===== src/rtl/c7bbiu_rd_rr.sv =====
// c7bbiu_rd_rr: round-robin arbiter of NREQ read requesters onto one AXI read master,
// with per-requester outstanding tracking. Define C7BBIU_RD_CANCEL_EN for cancel/drop support.
module c7bbiu_rd_rr #(
   parameter int unsigned NREQ = 2,
   parameter int unsigned AW   = 32,
   parameter int unsigned DW   = 32,
   parameter int unsigned OUTS = 2,
   parameter int unsigned IDW  = 4
) (
   input  logic               clk,
   input  logic               reset,
   input  logic [NREQ-1:0]    req_rd_req,
   input  logic [NREQ*AW-1:0] req_rd_addr,
   input  logic [NREQ-1:0]    req_rd_cancel,
   output logic [NREQ-1:0]    biu_req_rd_ack,
   output logic [NREQ-1:0]    biu_req_data_valid,
   output logic [DW-1:0]      biu_req_data,
   output logic [1:0]         biu_req_resp,
   input  logic               ext_biu_ar_ready,
   output logic               biu_ext_ar_valid,
   output logic [IDW-1:0]     biu_ext_ar_id,
   output logic [AW-1:0]      biu_ext_ar_addr,
   output logic [7:0]         biu_ext_ar_len,
   output logic [2:0]         biu_ext_ar_size,
   output logic [1:0]         biu_ext_ar_burst,
   output logic               biu_ext_ar_lock,
   output logic [3:0]         biu_ext_ar_cache,
   output logic [2:0]         biu_ext_ar_prot,
   output logic               biu_ext_r_ready,
   input  logic               ext_biu_r_valid,
   input  logic [IDW-1:0]     ext_biu_r_id,
   input  logic [DW-1:0]      ext_biu_r_data,
   input  logic               ext_biu_r_last,
   input  logic [1:0]         ext_biu_r_resp
);

   localparam int unsigned PW     = (NREQ > 1) ? $clog2(NREQ) : 1;
   localparam logic [2:0]  ArSize = 3'($clog2(DW / 8));

   logic [PW-1:0]  rr_ptr_q, rr_ptr_d;
   logic [2:0]     out_cnt_q [NREQ];
   logic [2:0]     out_cnt_d [NREQ];
   logic           ar_valid_q;
   logic [IDW-1:0] ar_id_q;
   logic [AW-1:0]  ar_addr_q;

   logic [NREQ-1:0] eligible, r_hit, r_done, deliver;
   logic            slot_free, grant_vld;
   logic [PW-1:0]   grant_idx;
   logic [31:0]     scan_idx;

   assign slot_free = !ar_valid_q || ext_biu_ar_ready;

   always_comb begin
      for (int i = 0; i < NREQ; i++) begin
         eligible[i] = req_rd_req[i] && (out_cnt_q[i] < 3'(OUTS));
      end
   end

   // First eligible requester at or after rr_ptr, wrapping modulo NREQ.
   always_comb begin
      grant_vld = 1'b0;
      grant_idx = '0;
      scan_idx  = '0;
      for (int k = 0; k < NREQ; k++) begin
         scan_idx = (32'(rr_ptr_q) + k) % NREQ;
         if (!grant_vld && slot_free && !reset && eligible[scan_idx[PW-1:0]]) begin
            grant_vld = 1'b1;
            grant_idx = scan_idx[PW-1:0];
         end
      end
   end

   always_comb begin
      rr_ptr_d = rr_ptr_q;
      if (grant_vld) begin
         rr_ptr_d = (grant_idx == PW'(NREQ - 1)) ? '0 : grant_idx + PW'(1);
      end
   end

   // Beats for unmapped IDs or idle requesters match nothing and are silently dropped.
   always_comb begin
      for (int i = 0; i < NREQ; i++) begin
         biu_req_rd_ack[i] = grant_vld && (grant_idx == PW'(i));
         r_hit[i]  = !reset && ext_biu_r_valid && (32'(ext_biu_r_id) == i) &&
                     (out_cnt_q[i] != 3'd0);
         r_done[i] = r_hit[i] && ext_biu_r_last;
      end
   end

   always_comb begin
      for (int i = 0; i < NREQ; i++) begin
         out_cnt_d[i] = out_cnt_q[i];
         if (biu_req_rd_ack[i] && !r_done[i]) begin
            out_cnt_d[i] = out_cnt_q[i] + 3'd1;
         end else if (!biu_req_rd_ack[i] && r_done[i]) begin
            out_cnt_d[i] = out_cnt_q[i] - 3'd1;
         end
      end
   end

   always_ff @(posedge clk) begin
      if (reset) begin
         rr_ptr_q   <= '0;
         ar_valid_q <= 1'b0;
         ar_id_q    <= '0;
         ar_addr_q  <= '0;
         for (int i = 0; i < NREQ; i++) begin
            out_cnt_q[i] <= '0;
         end
      end else begin
         rr_ptr_q  <= rr_ptr_d;
         out_cnt_q <= out_cnt_d;
         if (grant_vld) begin
            ar_valid_q <= 1'b1;
            ar_id_q    <= IDW'(grant_idx);
            ar_addr_q  <= req_rd_addr[grant_idx*AW +: AW];
         end else if (ext_biu_ar_ready) begin
            ar_valid_q <= 1'b0;
         end
      end
   end

`ifdef C7BBIU_RD_CANCEL_EN
   logic [2:0] drop_cnt_q [NREQ];
   logic [2:0] drop_cnt_d [NREQ];

   // A cancel snapshots the post-update outstanding count; those returns are swallowed.
   always_comb begin
      for (int i = 0; i < NREQ; i++) begin
         deliver[i]    = r_hit[i] && (drop_cnt_q[i] == 3'd0);
         drop_cnt_d[i] = drop_cnt_q[i];
         if (r_done[i] && (drop_cnt_q[i] != 3'd0)) begin
            drop_cnt_d[i] = drop_cnt_q[i] - 3'd1;
         end
         if (req_rd_cancel[i]) begin
            drop_cnt_d[i] = out_cnt_d[i];
         end
      end
   end

   always_ff @(posedge clk) begin
      if (reset) begin
         for (int i = 0; i < NREQ; i++) begin
            drop_cnt_q[i] <= '0;
         end
      end else begin
         drop_cnt_q <= drop_cnt_d;
      end
   end
`else
   logic unused_cancel;
   assign unused_cancel = ^req_rd_cancel;
   assign deliver       = r_hit;
`endif

   assign biu_req_data_valid = deliver;
   assign biu_req_data       = reset ? '0 : ext_biu_r_data;
   assign biu_req_resp       = reset ? 2'b00 : ext_biu_r_resp;
   assign biu_ext_r_ready    = !reset;

   assign biu_ext_ar_valid = ar_valid_q && !reset;
   assign biu_ext_ar_id    = reset ? '0 : ar_id_q;
   assign biu_ext_ar_addr  = reset ? '0 : ar_addr_q;
   assign biu_ext_ar_len   = 8'd0;
   assign biu_ext_ar_size  = reset ? 3'd0 : ArSize;
   assign biu_ext_ar_burst = reset ? 2'b00 : 2'b01;
   assign biu_ext_ar_lock  = 1'b0;
   assign biu_ext_ar_cache = 4'b0000;
   assign biu_ext_ar_prot  = 3'b000;

endmodule


===== config.mk =====
export PLATFORM = sky130hd
export DESIGN_NAME = c7bbiu_rd_rr
export DESIGN_NICKNAME = d
export VERILOG_FILES = /design/src/rtl/c7bbiu_rd_rr.sv
export SDC_FILE = /design/constraint.sdc
export NUM_CORES = 1
export LEC_CHECK = 0
export CAP_MARGIN = 20
export CORE_AREA = 2 2 91 93
export CTS_CLUSTER_DIAMETER = 200
export DETAILED_ROUTE_END_ITERATION = 8
export DIE_AREA = 0 0 93 95
export MAX_ROUTING_LAYER = met4
export PLACE_DENSITY = 0.86
export SYNTH_ARGS = -nofsm -noshare
export SYNTH_HDL_FRONTEND = slang
export SYNTH_SLANG_ARGS = --single-unit

===== constraint.sdc =====
create_clock -name clk -period 3.15 [get_ports clk]
set_input_delay 0.315 -clock clk [delete_from_list [all_inputs] [get_ports clk]]
set_output_delay 0.315 -clock clk [all_outputs]
set_load 0.02 [all_outputs]

Word level (Yosys, flattened, before mapping)
Cells that the tools add are included.
{"block": "op_classes", "addsub": 6, "bitwise_logic": 1, "n_shift": 1, "magnitude_cmp": 4, "reduce_logical": 35, "muxes": 21, "eq_ne": 1}
{"op": "2-to-1 mux 32 bit", "count": 2}
{"op": "variable part select 64 x 7 -> 32 bit", "count": 1}
{"op": "logical AND 1 bit", "count": 21}
{"op": "2-to-1 mux 1 bit", "count": 13}
{"op": "2-to-1 mux 3 bit", "count": 4}
{"op": "logical NOT 1 bit", "count": 7}
{"op": "adder 3 x 1 -> 3 bit (second input constant)", "count": 2}
{"op": "less-than comparator 3 x 2 -> 1 bit (second input constant)", "count": 2}
{"op": "nonzero test 2 bit", "count": 3}
{"op": "nonzero test 3 bit", "count": 2}
{"op": "subtractor 3 x 1 -> 3 bit (second input constant)", "count": 2}
{"op": "== test 4 x 1 -> 1 bit (second input constant)", "count": 1}
{"op": "logical NOT 4 bit", "count": 1}
{"op": "less-than comparator 1 x 2 -> 1 bit (second input constant)", "count": 2}
{"op": "2-to-1 mux 2 bit", "count": 2}
{"op": "adder 1 bit (second input constant)", "count": 2}
{"op": "logical OR 1 bit", "count": 1}
{"op": "inverter 1 bit", "count": 1}
{"block": "word_totals", "regBits": 41, "in_bits": 111, "wordCells": 75, "out_inout_bits": 97}

Logic depth before layout (Yosys ltp)
Gate-level depths: netlist of the first run.
{"block": "depth", "word_depth": 17, "depth_mapped": 11, "depth_no_buf": 10}

Worst setup path after synthesis of the first run
OpenSTA, ideal clock, no wires.
{"block": "synth_path", "path_type": "reg2reg", "start": "reg out_cnt_q[4] in the netlist's numbering", "end": "reg out_cnt_q[5] in the netlist's numbering", "setup_ns": 0.071, "slack_ns": 0.408, "stages_incl_launch_ff": 12, "synth_period_minus_slack_ns": 2.742, "t_arrival_ns": 2.672, "required_ns": 3.079, "n_path_buf": 2, "path_cell_list": "dfxtp_1 or3b_4 o2111ai_2 buf_6 buf_8 and2_1 ha_1 inv_1 fa_1 xor2_1 or3_1 a21oi_1"}
{"block": "synth_via", "elab_chain_cells": 16}
{"item": "start, declared", "line": "41", "source": "logic [2:0] out_cnt_q [NREQ];"}
{"item": "start signal, assigned", "line": "113", "source": "out_cnt_q <= out_cnt_d;"}
{"item": "less-than comparator 3 x 2 -> 1 bit *", "line": "56", "source": "eligible[i] = req_rd_req[i] && (out_cnt_q[i] < 3'(OUTS));"}
{"item": "logical AND 1 bit *", "line": "56"}
{"item": "2-to-1 mux 1 bit (implied by the code) (2 in series)", "line": "67", "source": "if (!grant_vld && slot_free && !reset && eligible[scan_idx[PW-1:0]]) begin"}
{"item": "logical AND 1 bit", "line": "67"}
{"item": "2-to-1 mux 1 bit", "line": "67"}
{"item": "logical NOT 1 bit", "line": "67"}
{"item": "logical AND 1 bit (3 in series)", "line": "67"}
{"item": "2-to-1 mux 1 bit", "line": "67"}
{"item": "inverter 1 bit", "line": "84", "source": "biu_req_rd_ack[i] = grant_vld && (grant_idx == PW'(i));"}
{"item": "logical AND 1 bit *", "line": "84"}
{"item": "net biu_req_rd_ack[0]", "line": "15", "source": "output logic [NREQ-1:0] biu_req_rd_ack,"}
{"item": "logical NOT 1 bit", "line": "96", "source": "end else if (!biu_req_rd_ack[i] && r_done[i]) begin"}
{"item": "logical AND 1 bit", "line": "96"}
{"item": "nonzero test 2 bit (no source line)"}
The timed path passes the listed nets; every way through them passes the cells marked *. The select of a mux whose other input is x is not followed.
A chain may end at the register's enable or synchronous reset.

Worst setup path in the final report of the first run
{"block": "layout_path", "start": "in req_rd_req[0]", "end": "reg out_cnt_q[5] in the netlist's numbering"}
{"block": "layout_via", "elab_chain_cells": 15}
{"item": "start, declared", "line": "12", "source": "input logic [NREQ-1:0] req_rd_req,"}
{"item": "logical AND 1 bit *", "line": "56"}
{"item": "2-to-1 mux 1 bit (implied by the code) (2 in series)", "line": "67"}
{"item": "logical AND 1 bit", "line": "67"}
{"item": "2-to-1 mux 1 bit", "line": "67"}
{"item": "logical NOT 1 bit", "line": "67"}
{"item": "logical AND 1 bit (3 in series)", "line": "67"}
{"item": "2-to-1 mux 1 bit", "line": "67"}
{"item": "inverter 1 bit", "line": "84"}
{"item": "logical AND 1 bit *", "line": "84"}
{"item": "logical NOT 1 bit", "line": "96"}
{"item": "logical AND 1 bit", "line": "96"}
{"item": "nonzero test 2 bit (no source line)"}
Mark *: on every way between the ends. The rest lies on a longest branch, timed or not. The select of a mux whose other input is x is not followed.

==> results of run 1 <==
-- cell usage in the layout (no fill, tap or decap), types with 2 or more instances in the layout --
master	n
inv_1	4
fa_1	2
xor2_1	4
inv_2	2
dfxtp_1	41
conb_1	22
clkdlybuf4s50_1	182
a21oi_1	27
a21oi_2	7
clkbuf_8	6
mux2i_1	34
or3_1	2
nor2b_1	67
o21ai_0	2
buf_4	4
nor2_1	38
nand2_1	4
nor3_1	3
ha_1	2
-- power groups by stage --
stage | Clock [mW] | Sequential, mW | Combinational [mW]
finish | 0.441 | 0.670 | 0.825
global route | 0.487 | 0.681 | 0.897
CTS | 0.458 | 0.671 | 0.835
detailed placement | 0 | 0.683 | 0.832
global placement | 0 | 0.678 | 0.814
floorplan | 0 | 0.669 | 0.518
-- synthesized netlist by cell type (2+ instances only) --
library cell / n / area (um2)
a21oi_1: 27 / 135
buf_2: 3 / 15.0
nand2_1: 4 / 15.0
nor2_1: 38 / 143
ha_1: 2 / 25.0
dfxtp_1: 41 / 821
mux2i_1: 34 / 340
inv_1: 4 / 15.0
or3_1: 2 / 12.5
a21oi_2: 7 / 61.3
fa_1: 2 / 40.0
o21ai_0: 2 / 10.0
buf_6: 2 / 22.5
buf_4: 27 / 203
nor3_1: 3 / 15.0
buf_1: 3 / 11.3
clkbuf_1: 5 / 18.8
inv_2: 2 / 7.51
nor2b_1: 67 / 419
xor2_1: 4 / 35.0
buf_12: 2 / 40.0
-- final cells by class --
type | count | area (um2)
Tap cell | 105 | 131
Sequential cell | 41 | 821
Fill cell | 720 | 3520
Clock inverter | 2 | 37.5
Timing Repair Buffer | 187 | 1860
Inverter | 6 | 22.5
Multi-Input combinational cell | 225 | 1450
Clock buffer | 6 | 82.6
-- final timing paths --
kind / startpoint / endpoint / cells past startpoint
worst max-delay path: req_rd_req[0] / out_cnt_q[5] / 10
worst min register to register: ar_id_q[0] / ar_id_q[0] / 2
worst max register to register: out_cnt_q[4] / out_cnt_q[5] / 9
worst min-delay path: ar_id_q[0] / ar_id_q[0] / 2
-- cell families after synthesis --
logic type | Yosys count | share of synthesized area, %
and+or+nand+nor | 120 | 25.9
buffers and inverters | 49 | 13.8
AOI/OAI and AO/OA | 41 | 10.1
DFF | 41 | 32.6
muxes | 34 | 13.5
adders and majority gates | 4 | 2.58
xor gates and xnor gates | 4 | 1.39
other | 1 | 0.149
-- sequential cells by signal (all words and copies together), names as in the netlist --
| name | count |
|---|---|
| ar_id_q | 1 |
| ar_addr_q | 32 |
| ar_valid_q | 1 |
| rr_ptr_q | 1 |
| out_cnt_q | 6 |
-- layer usage --
metal / vias up / GRT usage, % / wire, um
met5: - / - / 0
met4: 0 / 4.90 / 95
met3: 9 / 4.23 / 642
met2: 132 / 30.9 / 3780
met1: 1135 / 16.0 / 2610
li1: 1257 / - / -
-- critical path, stage by stage --
cell             delay [ns]
clkdlybuf4s50_1        0.46
or3b_4                 0.42
a221oi_4               0.28
and2_1                 0.19
ha_1                   0.19
inv_1                  0.06
fa_1                   0.37
xor2_1                 0.15
or3_1                  0.31
a21oi_1                0.15
-- per-stage QoR --
step | std cells | area (um2) | hold WS (ns) | total power, mW | worst slack (ns)
floorplan | 315 | 2600 | 0.436 | 1.19 | 0.408
global placement | 564 | 4290 | 0.450 | 1.49 | 0.277
detailed placement | 564 | 4290 | 0.471 | 1.51 | 0.169
CTS | 572 | 4410 | 0.468 | 1.96 | 0.481
global route | 572 | 4410 | 0.518 | 2.07 | 0.380
finish | 572 | 4410 | 0.476 | 1.94 | 0.463
==> reports/qor.txt, run 1 <==
Die ar.: 0.00884 mm2
Mapped Area: 0.00252 mm2
Final period util: 85.3%
NetSw: 0.619 mW
via count: 2533
Synth warnings: 0
Gate power share: 42.6%
CTS sink cnt: 41
Syn Area/Cell: 8.58 um2
global route overflow: 0
nets@finish: 581
clk root buf: clkbuf_8
TritonCTS clock tree: done
vias in the first global route: 2472
R2R setup slack: 0.58 ns
Via density: 4.43
ant diodes: 0
Max clock buf depth: 2
pwr dens: 439 mW/mm2
Clk pwr share: 22.8%
final core occ: 55.6%
max-cap viol count: 0
die height: 95 um
Ports: 208
setup total negative slack: 0 ns
Clock Latency Late Sink: 0.29 ns
Area Growth Syn to Fin: 74.7%
Detailed Route WL: 7130 um
Clock transition at path regs: 0.08 ns
Max Slew Vio Count: 0
Netlist cell types: 34
Worst-Margin Slew: 0.643 ns
first-pass GRT wire length: 11000 um
CTS Buf Count: 5
H-tree depth: 2
pin count of the biggest net entering global routing: 67
1st-iter DRT viols: 48
FFs w/ async S/R, synth: 0%
drt drc: 0
Detailed Routing Iterations Pass 1: 4
outcome: completed
min Tclk post-route: 2.69 ns
CP Class: in2reg
register area share after synthesis: 32.6%
hold crit path type: reg2reg
Post-synth EDFFs: 0
initial core utilization: 31.8%
initial antenna violation count: 0
HPWL after DPL: 5870 um
Post-DRT Antenna Nets: 0
Leakage: 1.88 nW
port buffer count: 183
core area: 0.00793 mm2
DR WL/cell: 12.5 um
clock skew: 0.00678 ns
Post-CTS Setup Inserts: 0
Internal Pwr Total: 1.32 mW
Total GRT Usage: 16.1%
sequential group share of total power: 34.6%
Startpoint Class: primary input
num rows: 33
kind of end point of the critical path: register
Fmax: 372 MHz
RSZ-0062 raised after global routing: false
switching share of power: 32.0%
count of state elements after synthesis: 41
fraction of layout cells with a size suffix above 1: 5.35%
Mapped Cells: 294
hold buffer count at CTS: 0
Req. time, crit path: 3.37 ns
Placer Congestion: 0.818
Final Hold Fails: 0
Slew HR: 57.1%
die width: 93 um
Resized cells post-CTS: 0
number of setup violations in the final report: 0
worst ir drop on vdd: 0.240 mV
Data arrival, critical path: 2.90 ns
Synth Flop Type: dfxtp_1
CP Max Fanout: 3
Power figures use the tool's default switching activity.
==> inputs of run 2 (changes only) <==
clock period = 2.5 ns   (was 3.15 ns; I/O delays follow)
==> reports/qor.txt, run 2 (synthesized netlist as in run 1, its figures left out) <==
max-cap viol count: 0 (unchanged)
Hold Path Origin: reset
Detailed Routing Iterations Pass 1: 4 (unchanged)
die width: 93 um (unchanged)
hold buffer count at CTS: 0 (unchanged)
register area: 822 um2 (+0.15%)
H-tree depth: 2 (unchanged)
CP startpoint: req_rd_req[1]
delay-heaviest family, CP: buffers and inverters
origin of the critical flop-to-flop path: out_cnt_q[2]
DR WL/cell: 12.2 um (-1.7%)
NetSw: 0.783 mW (+27%)
biggest registers after layout: ar_addr_q (32), out_cnt_q (6)
Most flops, register: ar_addr_q
first-pass GRT wire length: 11000 um (-0.63%)
CP Class: in2out
crit-path cells: clkdlybuf4s50_1 -> or3b_4 -> a221oi_4 -> and2_4 -> clkdlybuf4s50_1
CTS sink cnt: 41 (unchanged)
Via density: 4.35 (-1.7%)
ant diodes: 0 (unchanged)
area of the multi-input gates: 0.00147 mm2 (+1.4%)
Detailed Route WL: 7070 um (-0.87%)
vias in the first global route: 2388 (-3.4%)
via count: 2511 (-0.87%)
Slew HR: 55.9% (-1.2 points)
Max clock buf depth: 2 (unchanged)
port buffer count: 183 (unchanged)
Clock Latency Late Sink: 0.29 ns (about the same)
Clk pwr share: 22.5% (-0.3 points)
Data arrival, critical path: 2.21 ns (-0.69 ns)
Leakage: 1.91 nW (+1.7%)
Post-DRT Antenna Nets: 0 (unchanged)
outcome: completed
CP Max Fanout: 2 (-1)
Most common cell on crit path: clkdlybuf4s50_1
sequential group share of total power: 34.3% (-0.3 points)
Internal Pwr Total: 1.68 mW (+28%)
Final Hold Fails: 0 (unchanged)
pin count of the biggest net entering global routing: 72 (+7.5%)
clock skew: 0.00364 ns (-0.00314 ns)
max reg flops: 32 (unchanged)
CTS Buf Count: 5 (unchanged)
TritonCTS clock tree: done
switching share of power: 31.7% (-0.24 points)
Max Slew Vio Count: 0 (unchanged)
filler instances: 679 (-5.7%)
Slowest-stage cell, CP: clkdlybuf4s50_1
initial core utilization: 31.8% (unchanged)
Die ar.: 0.00884 mm2 (unchanged)
drt drc: 0 (unchanged)
initial antenna violation count: 0 (unchanged)
core area: 0.00793 mm2 (unchanged)
HPWL after DPL: 5700 um (-3.0%)
Clock transition at path regs: 0.08 ns (about the same)
Fmax: 407 MHz
number of setup violations in the final report: 0 (unchanged)
num rows: 33 (unchanged)
most frequent cells in the layout: clkdlybuf4s50_1, nor2b_1, dfxtp_1
Gate power share: 43.2% (+0.6 points)
hold crit path type: in2reg
min Tclk post-route: 2.46 ns
CP max stage delay: 0.62 ns (+0.16 ns)
Area Growth Syn to Fin: 77.6%
Final period util: 98.3%
worst ir drop on vdd: 0.290 mV (+20%)
1st-iter DRT viols: 57 (+19%)
fraction of layout cells with a size suffix above 1: 7.42% (+2.1 points)
Startpoint Class: primary input
kind of end point of the critical path: output pin
global route overflow: 0 (unchanged)
nets@finish: 586 (+0.86%)
RSZ-0062 raised after global routing: false
final core occ: 56.5% (+0.90 points)
Placer Congestion: 0.766 (-6.4%)
Worst-Margin Slew: 0.661 ns (+0.0184 ns)
most common cell after layout, fill and taps aside: clkdlybuf4s50_1
Min Hold Slack: 0.308 ns (-0.168 ns)
worst path bufs/invs: 2 (unchanged)
Ports: 208 (unchanged)
Total GRT Usage: 15.9% (-0.20 points)
pwr dens: 551 mW/mm2 (+25%)
Req. time, crit path: 2.25 ns (-1.12 ns)
die height: 95 um (unchanged)
clk root buf: clkbuf_8
[run 2: power groups by stage]
stage	clock network [mW]	logic, mW	registers (mW)
2_1_floorplan	0	0.661	0.844
3_3_place_gp	0	1.04	0.855
3_5_place_dp	0	1.07	0.862
4_1_cts	0.580	1.07	0.848
5_1_grt	0.610	1.16	0.861
6_report	0.556	1.07	0.845
[run 2: what timing repair did]
action	in CTS	in global routing
buffers inserted	0	1
hold endpoints to repair	0	0
resized for setup	0	1
setup endpoints to repair	0	2
[run 2: layout make-up]
| class | instances | area share (%) |
|---|---|---|
| Clock inverter | 2 | 0.838 |
| Tap cell | 105 | 2.93 |
| Multi-Input combinational cell | 225 | 32.9 |
| Clock buffer | 6 | 1.84 |
| Timing Repair Buffer | 192 | 42.6 |
| Inverter | 6 | 0.503 |
| Sequential cell | 41 | 18.4 |
[run 2: path summary, 6_finish.rpt]
kind / end / slack [ns] / cells past startpoint
min reg2reg: ar_id_q[0] / 0.47 / 2
max: biu_req_rd_ack[0] / 0.04 / 5
max reg2reg: out_cnt_q[5] / 0.11 / 9
min: ar_valid_q / 0.31 / 2
[run 2: metal layers]
metal / wire [um] / vias up / GRT usage [%]
met3: 680 / 4 / 4.87
met5: 0 / - / -
met1: 2710 / 1114 / 16.5
met4: 53 / 0 / 3.92
li1: - / 1265 / -
met2: 3630 / 128 / 29.6
[run 2: per-stage QoR]
stage / total power [mW] / TNS [ns] / setup slack, ns / area (um2) / instances
after floorplan: 1.50 / -0.0607 / -0.0607 / 2620 / 315
final: 2.47 / 0 / 0.0431 / 4480 / 577
after global placement: 1.90 / -0.241 / -0.180 / 4350 / 568
after CTS: 2.50 / 0 / 0.0281 / 4470 / 576
after detailed placement: 1.93 / -0.396 / -0.257 / 4350 / 568
after global routing: 2.63 / 0 / 0.000494 / 4480 / 577
